### src/rtl/mem_port_arbiter.sv
// Shares one single-ported 64-bit memory between instruction fetch (IF) and load/store (DM).
// Define MEM_ARB_RR_EN for round-robin arbitration; the default is fixed priority, DM over IF.
module mem_port_arbiter #(
   parameter int unsigned RD_LAT = 1,
   parameter int unsigned ADDR_W = 64
) (
   input  logic              clock,
   input  logic              reset,
   input  logic              if_req_valid,
   input  logic [ADDR_W-1:0] if_req_addr,
   output logic              if_req_ready,
   output logic              if_resp_valid,
   output logic [31:0]       if_resp_data,
   input  logic              dm_req_valid,
   input  logic              dm_req_wr,
   input  logic [ADDR_W-1:0] dm_req_addr,
   input  logic [63:0]       dm_req_wdata,
   input  logic [7:0]        dm_req_mask,
   output logic              dm_req_ready,
   output logic              dm_resp_valid,
   output logic [63:0]       dm_resp_data,
   output logic              ram_en,
   output logic              ram_wr,
   output logic [ADDR_W-1:0] ram_addr,
   output logic [63:0]       ram_wdata,
   output logic [7:0]        ram_mask,
   input  logic [63:0]       ram_rdata,
   output logic              busy
);

   typedef enum logic [1:0] {StIdle, StWait, StResp} state_e;
   typedef enum logic {OwnDm, OwnIf} owner_e;

   state_e     state_q;
   owner_e     owner_q;
   logic [2:0] lat_cnt_q;
   logic       addr2_q;
   logic       wr_q;
   logic       can_grant;
   logic       grant_if;
   logic       grant_dm;
   logic       in_resp;
   logic       unused_addr_bits;
`ifdef MEM_ARB_RR_EN
   logic       last_dm_q;
`endif

   // Byte offset within a word is the requester's concern.
   assign unused_addr_bits = ^{if_req_addr[1:0], dm_req_addr[1:0]};

   // No grant while reset is held, so nothing is accepted and then dropped.
   assign can_grant = (state_q == StIdle) && !reset;

   always_comb begin
      grant_dm = 1'b0;
      grant_if = 1'b0;
      if (can_grant) begin
`ifdef MEM_ARB_RR_EN
         if (dm_req_valid && if_req_valid) begin
            grant_dm = !last_dm_q;
            grant_if = last_dm_q;
         end else begin
            grant_dm = dm_req_valid;
            grant_if = if_req_valid;
         end
`else
         grant_dm = dm_req_valid;
         grant_if = if_req_valid && !dm_req_valid;
`endif
      end
   end

   assign if_req_ready = grant_if;
   assign dm_req_ready = grant_dm;
   assign ram_en       = grant_if | grant_dm;
   assign ram_wr       = grant_dm & dm_req_wr;
   assign ram_addr     = grant_dm ? {dm_req_addr[ADDR_W-1:3], 3'b000} :
                         grant_if ? {if_req_addr[ADDR_W-1:3], 3'b000} : '0;
   assign ram_wdata    = ram_wr ? dm_req_wdata : '0;
   assign ram_mask     = ram_wr ? dm_req_mask : '0;
   assign busy         = (state_q != StIdle);

   assign in_resp       = (state_q == StResp) && !reset;
   assign if_resp_valid = in_resp && (owner_q == OwnIf);
   assign dm_resp_valid = in_resp && (owner_q == OwnDm);
   assign if_resp_data  = !if_resp_valid ? '0 :
                          addr2_q ? ram_rdata[63:32] : ram_rdata[31:0];
   assign dm_resp_data  = (dm_resp_valid && !wr_q) ? ram_rdata : '0;

   always_ff @(posedge clock) begin
      if (reset) begin
         state_q   <= StIdle;
         lat_cnt_q <= '0;
         owner_q   <= OwnDm;
         addr2_q   <= 1'b0;
         wr_q      <= 1'b0;
`ifdef MEM_ARB_RR_EN
         last_dm_q <= 1'b0;
`endif
      end else begin
         case (state_q)
            StIdle: begin
               if (ram_en) begin
                  owner_q <= grant_dm ? OwnDm : OwnIf;
                  addr2_q <= grant_dm ? dm_req_addr[2] : if_req_addr[2];
                  wr_q    <= ram_wr;
`ifdef MEM_ARB_RR_EN
                  last_dm_q <= grant_dm;
`endif
                  if (ram_wr || RD_LAT == 1) begin
                     state_q <= StResp;
                  end else begin
                     state_q   <= StWait;
                     lat_cnt_q <= 3'(RD_LAT - 1);
                  end
               end
            end
            StWait: begin
               // Leaving on the count's last step puts RESP exactly RD_LAT cycles after grant.
               lat_cnt_q <= lat_cnt_q - 3'd1;
               if (lat_cnt_q == 3'd1) begin
                  state_q <= StResp;
               end
            end
            StResp: state_q <= StIdle;
            default: state_q <= StIdle;
         endcase
      end
   end

endmodule
### config.mk
export PLATFORM = sky130hd
export DESIGN_NAME = mem_port_arbiter
export DESIGN_NICKNAME = d
export VERILOG_FILES = /design/src/rtl/mem_port_arbiter.sv
export SDC_FILE = /design/constraint.sdc
export NUM_CORES = 1
export LEC_CHECK = 0
export BUFFER_PORTS_ARGS = -buffer_cell sky130_fd_sc_hd__buf_4
export CAP_MARGIN = 20
export CORE_AREA = 5 5 196 198
export DETAILED_ROUTE_END_ITERATION = 12
export DIE_AREA = 0 0 201 203
export PLACE_DENSITY_LB_ADDON = 0.05
export SYNTH_ARGS = -nofsm -noshare
export SYNTH_HDL_FRONTEND = slang
export SYNTH_SLANG_ARGS = --single-unit
### constraint.sdc
create_clock -name clock -period 1.2 [get_ports clock]
set_clock_uncertainty 0.05 [all_clocks]
set_input_delay 0.12 -clock clock [delete_from_list [all_inputs] [get_ports clock]]
set_output_delay 0.12 -clock clock [all_outputs]
set_load 0.005 [all_outputs]
# Yosys cells after proc, flatten, opt, wreduce, memory -nomap -nowiden
# Index checks and enable logic that the tools add are counted.
# W data, S select, Z words.
[word_totals] register_bits=8 in_bits=269 out_inout_bits=239
[classes] n_addsub=1 eq_ne=5 mux=14 n_bitwise=3 n_reduce_logical=13
[op_table] op="$mux W64" n=4
[op_table] op="$mux W32" n=2
[op_table] op="$mux W8" n=1
[op_table] op="$logic_and A1 B1 Y1" n=6
[op_table] op="$mux W1" n=4
[op_table] op="$mux W2" n=2
[op_table] op="$ne A2 B2 Y1 const B" n=2
[op_table] op="$pmux W2 S2" n=1
[op_table] op="$reduce_and A2 Y1" n=2
[op_table] op="$eq A3 B1 Y1 const B" n=1
[op_table] op="$logic_not A1 Y1" n=3
[op_table] op="$sub A3 B1 Y3 const B" n=1
[op_table] op="$eq A2 B1 Y1 const B" n=1
[op_table] op="$eq A2 B2 Y1 const B" n=1
[op_table] op="$logic_not A2 Y1" n=1
[op_table] op="$reduce_bool A2 Y1" n=1
[op_table] op="$and A1 B1 Y1" n=1
[op_table] op="$not A1 Y1" n=1
[op_table] op="$or A1 B1 Y1" n=1

# Logic depth before layout (Yosys ltp)
[logic_depth] depth_word=6 ltp_mapped=5

# Worst setup path after synthesis
# No wires, ideal clock.
[synth_path] path_type="register to output" from="register state_q[1]" to="output port dm_resp_data[10]" t_arrival_ns=1.193 path_slack_ns=-0.163 path_stages_with_launch=6 cell_sequence="dfxtp_1 > nor3b_2 > nor2b_1 > buf_2 > buf_2 > and2_1"
[synth_between] elab_chain_len=5
[synth_lines] element="start, declared" line_no="34" source="state_e state_q;"
[synth_lines] element="start signal, assigned" line_no="92" source="state_q <= StIdle;"
[synth_lines] element="start signal, assigned" line_no="111" source="state_q <= StResp;"
[synth_lines] element="start signal, assigned" line_no="113" source="state_q <= StWait;"
[synth_lines] element="$eq A2 B2 Y1" line_no="83" source="assign in_resp = (state_q == StResp) && !reset;"
[synth_lines] element="$logic_and A1 B1 Y1" line_no="83"
[synth_lines] element="$logic_and A1 B1 Y1" line_no="85" source="assign dm_resp_valid = in_resp && (owner_q == OwnDm);"
[synth_lines] element="via dm_resp_valid" line_no="20" source="output logic dm_resp_valid,"
[synth_lines] element="$logic_and A1 B1 Y1" line_no="88" source="assign dm_resp_data = (dm_resp_valid && !wr_q) ? ram_rdata : '0;"
[synth_lines] element="$mux W64" line_no="88"
[synth_lines] element="end, declared" line_no="21" source="output logic [63:0] dm_resp_data,"
# The timed path passes the listed nets, and every way through them passes these cells.

# Worst setup path in the final report
[layout_path] from="register state_q[1]" to="output port dm_resp_data[26]"
[layout_between] elab_chain_len=5
[layout_lines] element="$eq A2 B2 Y1" line_no="83"
[layout_lines] element="$logic_and A1 B1 Y1" line_no="83"
[layout_lines] element="$logic_and A1 B1 Y1" line_no="85"
[layout_lines] element="$logic_and A1 B1 Y1" line_no="88"
[layout_lines] element="$mux W64" line_no="88"
# No other way between the ends.

==> impl_metrics.yaml <==
yosys:
  synthesis.area_mm2: 0.002277
  synth_top_family_by_area: "simple AND/OR/NAND/NOR gates"
  synth_seq_cells: 4
  synthCells: 331
  yosysUniqueCellTypes: 22
  yosys.area_share.simple_pct: 46.92
  avgSynthCellArea_um2: 6.880
  synthXorXnorAreaFrac_pct: 0
  synthMuxAreaShare_pct: 14.07
  ys_seq_area_share_pct: 3.516
  synth_compound_area_share_pct: 24.56
  synth_fa_ha_area_share_pct: 0
  yosysWarnings: 0
route:
  m1WireLength_um: 8219
  drt_wl_total_um: 26670
  drtIter0Drc: 138
  met2_length_um: 15320
  num_vias: 4626
  drt_pass1_iterations: 4
  wl_met3_um: 2914
  routedWlPerCell_um: 20.31
  dr.max_layer_used: "met5"
  routed_via_density: 3.523
  remaining_drc_errors: 0
  drtAntennaViolNets: 0
sta:
  setup_viol: 238
  whs_ps: 92.41
  drv_slew: 0
  fin_ws_ps: -523.0
  rsz0062_at_grt: "yes"
  finalCriticalPeriod_ps: 1723
  period_share_pct: 143.6
  max_freq_mhz: 580.4
  finalHoldViolCount: 0
placed_design:
  gp_congestion: 0.7357
  dp_hpwl_um: 20870
  pre_cts_slack_ps: -370.8
  port_buffers: 500
  placed_cells: 1282
critical_path:
  cp_data_required_time_ps: 1030
  cp.arrival_ps: 1550
  cp-end-kind: "output pin"
  crit_type: "reg2out"
  cpMaxStageDelayCell: "dfxtp_4"
  critical_path.cell_chain: "nor3b_4 -> nor2b_4 -> buf_12 -> clkbuf_16 -> and2_1 -> buf_4"
  r2r_slack_ps: -220
  start_kind: "flip-flop"
  path_delay_family: "simple AND/OR/NAND/NOR gates"
  path_buf_inv: 3
  critical-path-max-stage-delay_ps: 380
  worstPathMaxFanout: 10
layout:
  layout.nets: 1115
  stdcell_count: 1313
  syn_to_final_growth_pct: 239.2
  utilization_pct: 21.25
  layout-drive-gt1-share_pct: 72.19
  n_antenna_cell: 0
global_routing:
  grt_max_degree: 43
  grtUsageTotal_pct: 10.86
  grt-ovfl-total: 0
  grt_pass1_wl_um: 33600
  grt_pass1_vias: 4877
  antenna_found_initial: 2
status:
  status: "finished with violations"
  violations: "setup timing"
clock_network:
  cts.clk_slew.worst_paths_ps: 30
  cts_root_buffer: "clkbuf_16"
  numCtsBuffers: 3
  clock-sinks: 4
  holdBufCountCts: 0
  cts_tree: "yes"
  cts_max_path_buffers: 2
  clock_latency_ps: 230
  htree_levels: 1
pwr:
  power.leakage_nw: 4.120
  finalPower_w: 0.002972
  peakVddDrop_v: 0.0004252
  p_per_area_mw_per_mm2: 384.7
worst_hold_path:
  hold_class: "in2reg"
floorplan:
  die_w_um: 201
  die_y_um: 203
  initial_core_util_pct: 6.265
  core_mm2: 0.03635
  fp-row-count: 70
  dieArea_mm2: 0.04080
  ios: 508
flow_run:
  drv_cap: 0
per-layer routing:
metal	up-vias	track usage, %
met3	10	5.462
li1	2221	-
met4	2	1.524
met1	2110	9.749
met5	-	0
met2	283	22.06
state kept, by name, summed over array words and instances (netlist names):
signal	flops
addr2_q	1
owner_q	1
state_q	1
wr_q	1
Yosys cell counts, drive strengths merged:
| cell type | number | area, µm² |
|---|---|---|
| buf | 30 | 173.9 |
| a2111oi | 1 | 10.01 |
| a22o | 61 | 534.3 |
| nand2b | 2 | 12.51 |
| conb | 1 | 3.750 |
| and3 | 72 | 450.4 |
| o21bai | 2 | 15.01 |
| mux2i | 32 | 320.3 |
| nor3b | 2 | 20.02 |
| dfxtp | 4 | 80.08 |
| nor2 | 32 | 120.1 |
| nand3b | 1 | 7.510 |
| nor2b | 3 | 18.77 |
| clkbuf | 17 | 63.81 |
| and2 | 65 | 406.6 |
| nor3 | 1 | 5.000 |
| inv | 2 | 7.510 |
| or2 | 2 | 12.51 |
| nor4b | 1 | 15.01 |
through the flow:
stage	setup TNS (ps)	cell area [µm²]
after floorplan	-12280	2369
after global placement	-60910	6766
after detailed placement	-55100	6766
after CTS	-110500	7034
after global routing	-126700	7724
final	-110100	7724
power by group:
part / total, W / switching (W) / internal, W / leakage (nW)
logic: 0.00227 / 0.000822 / 0.00145 / 4.05
registers: 0.000167 / 0.0000206 / 0.000147 / 0.0344
clock network: 0.000534 / 0.0000949 / 0.000439 / 0.0382
layout make-up:
class / instances / area, µm²
multi-input combinational: 280 / 2178
tap: 468 / 585.6
timing repair buffer: 555 / 4787
sequential: 4 / 86.33
clock buffer: 4 / 78.83
inverter: 2 / 7.507
fill: 4120 / 28620
path summary, 6_finish.rpt:
check,startpoint,end,cells past startpoint
hold / removal,dm_req_addr[2],addr2_q,3
setup / recovery,state_q[1],dm_resp_data[26],6
hold reg to reg,wr_q,wr_q,2
setup reg to reg,state_q[1],addr2_q,5
kinds of logic after synthesis:
family	after synthesis
AO/OA/AOI/OAI	64
buffers and inverters	49
flip-flops	4
multiplexers	32
other	1
AND/OR/NAND/NOR	181
timing repair:
item                       4_1_cts  5_1_grt
pin swaps                       19       23
cloned                           2       14
setup endpoints to repair      239      239
gates resized for setup         21       90
hold endpoints to repair         0        0
buffers inserted                 6        6
tightest hold or removal path, delay by kind of cell:
kind,cells,cell delay (ps)
compound gates,1,50
buf+inv,2,150
layout by cell type (no fill, tap or decap), types with 8 or more instances in the layout:
cell,n
and3_4,14
buf_12,14
nor2_2,13
buf_4,482
buf_6,42
clkbuf_16,14
a22o_1,61
nor2_1,11
and3_1,58
nor2_4,8
and2_4,8
and2_1,57
mux2i_1,32
Power figures use the tool's default switching activity.
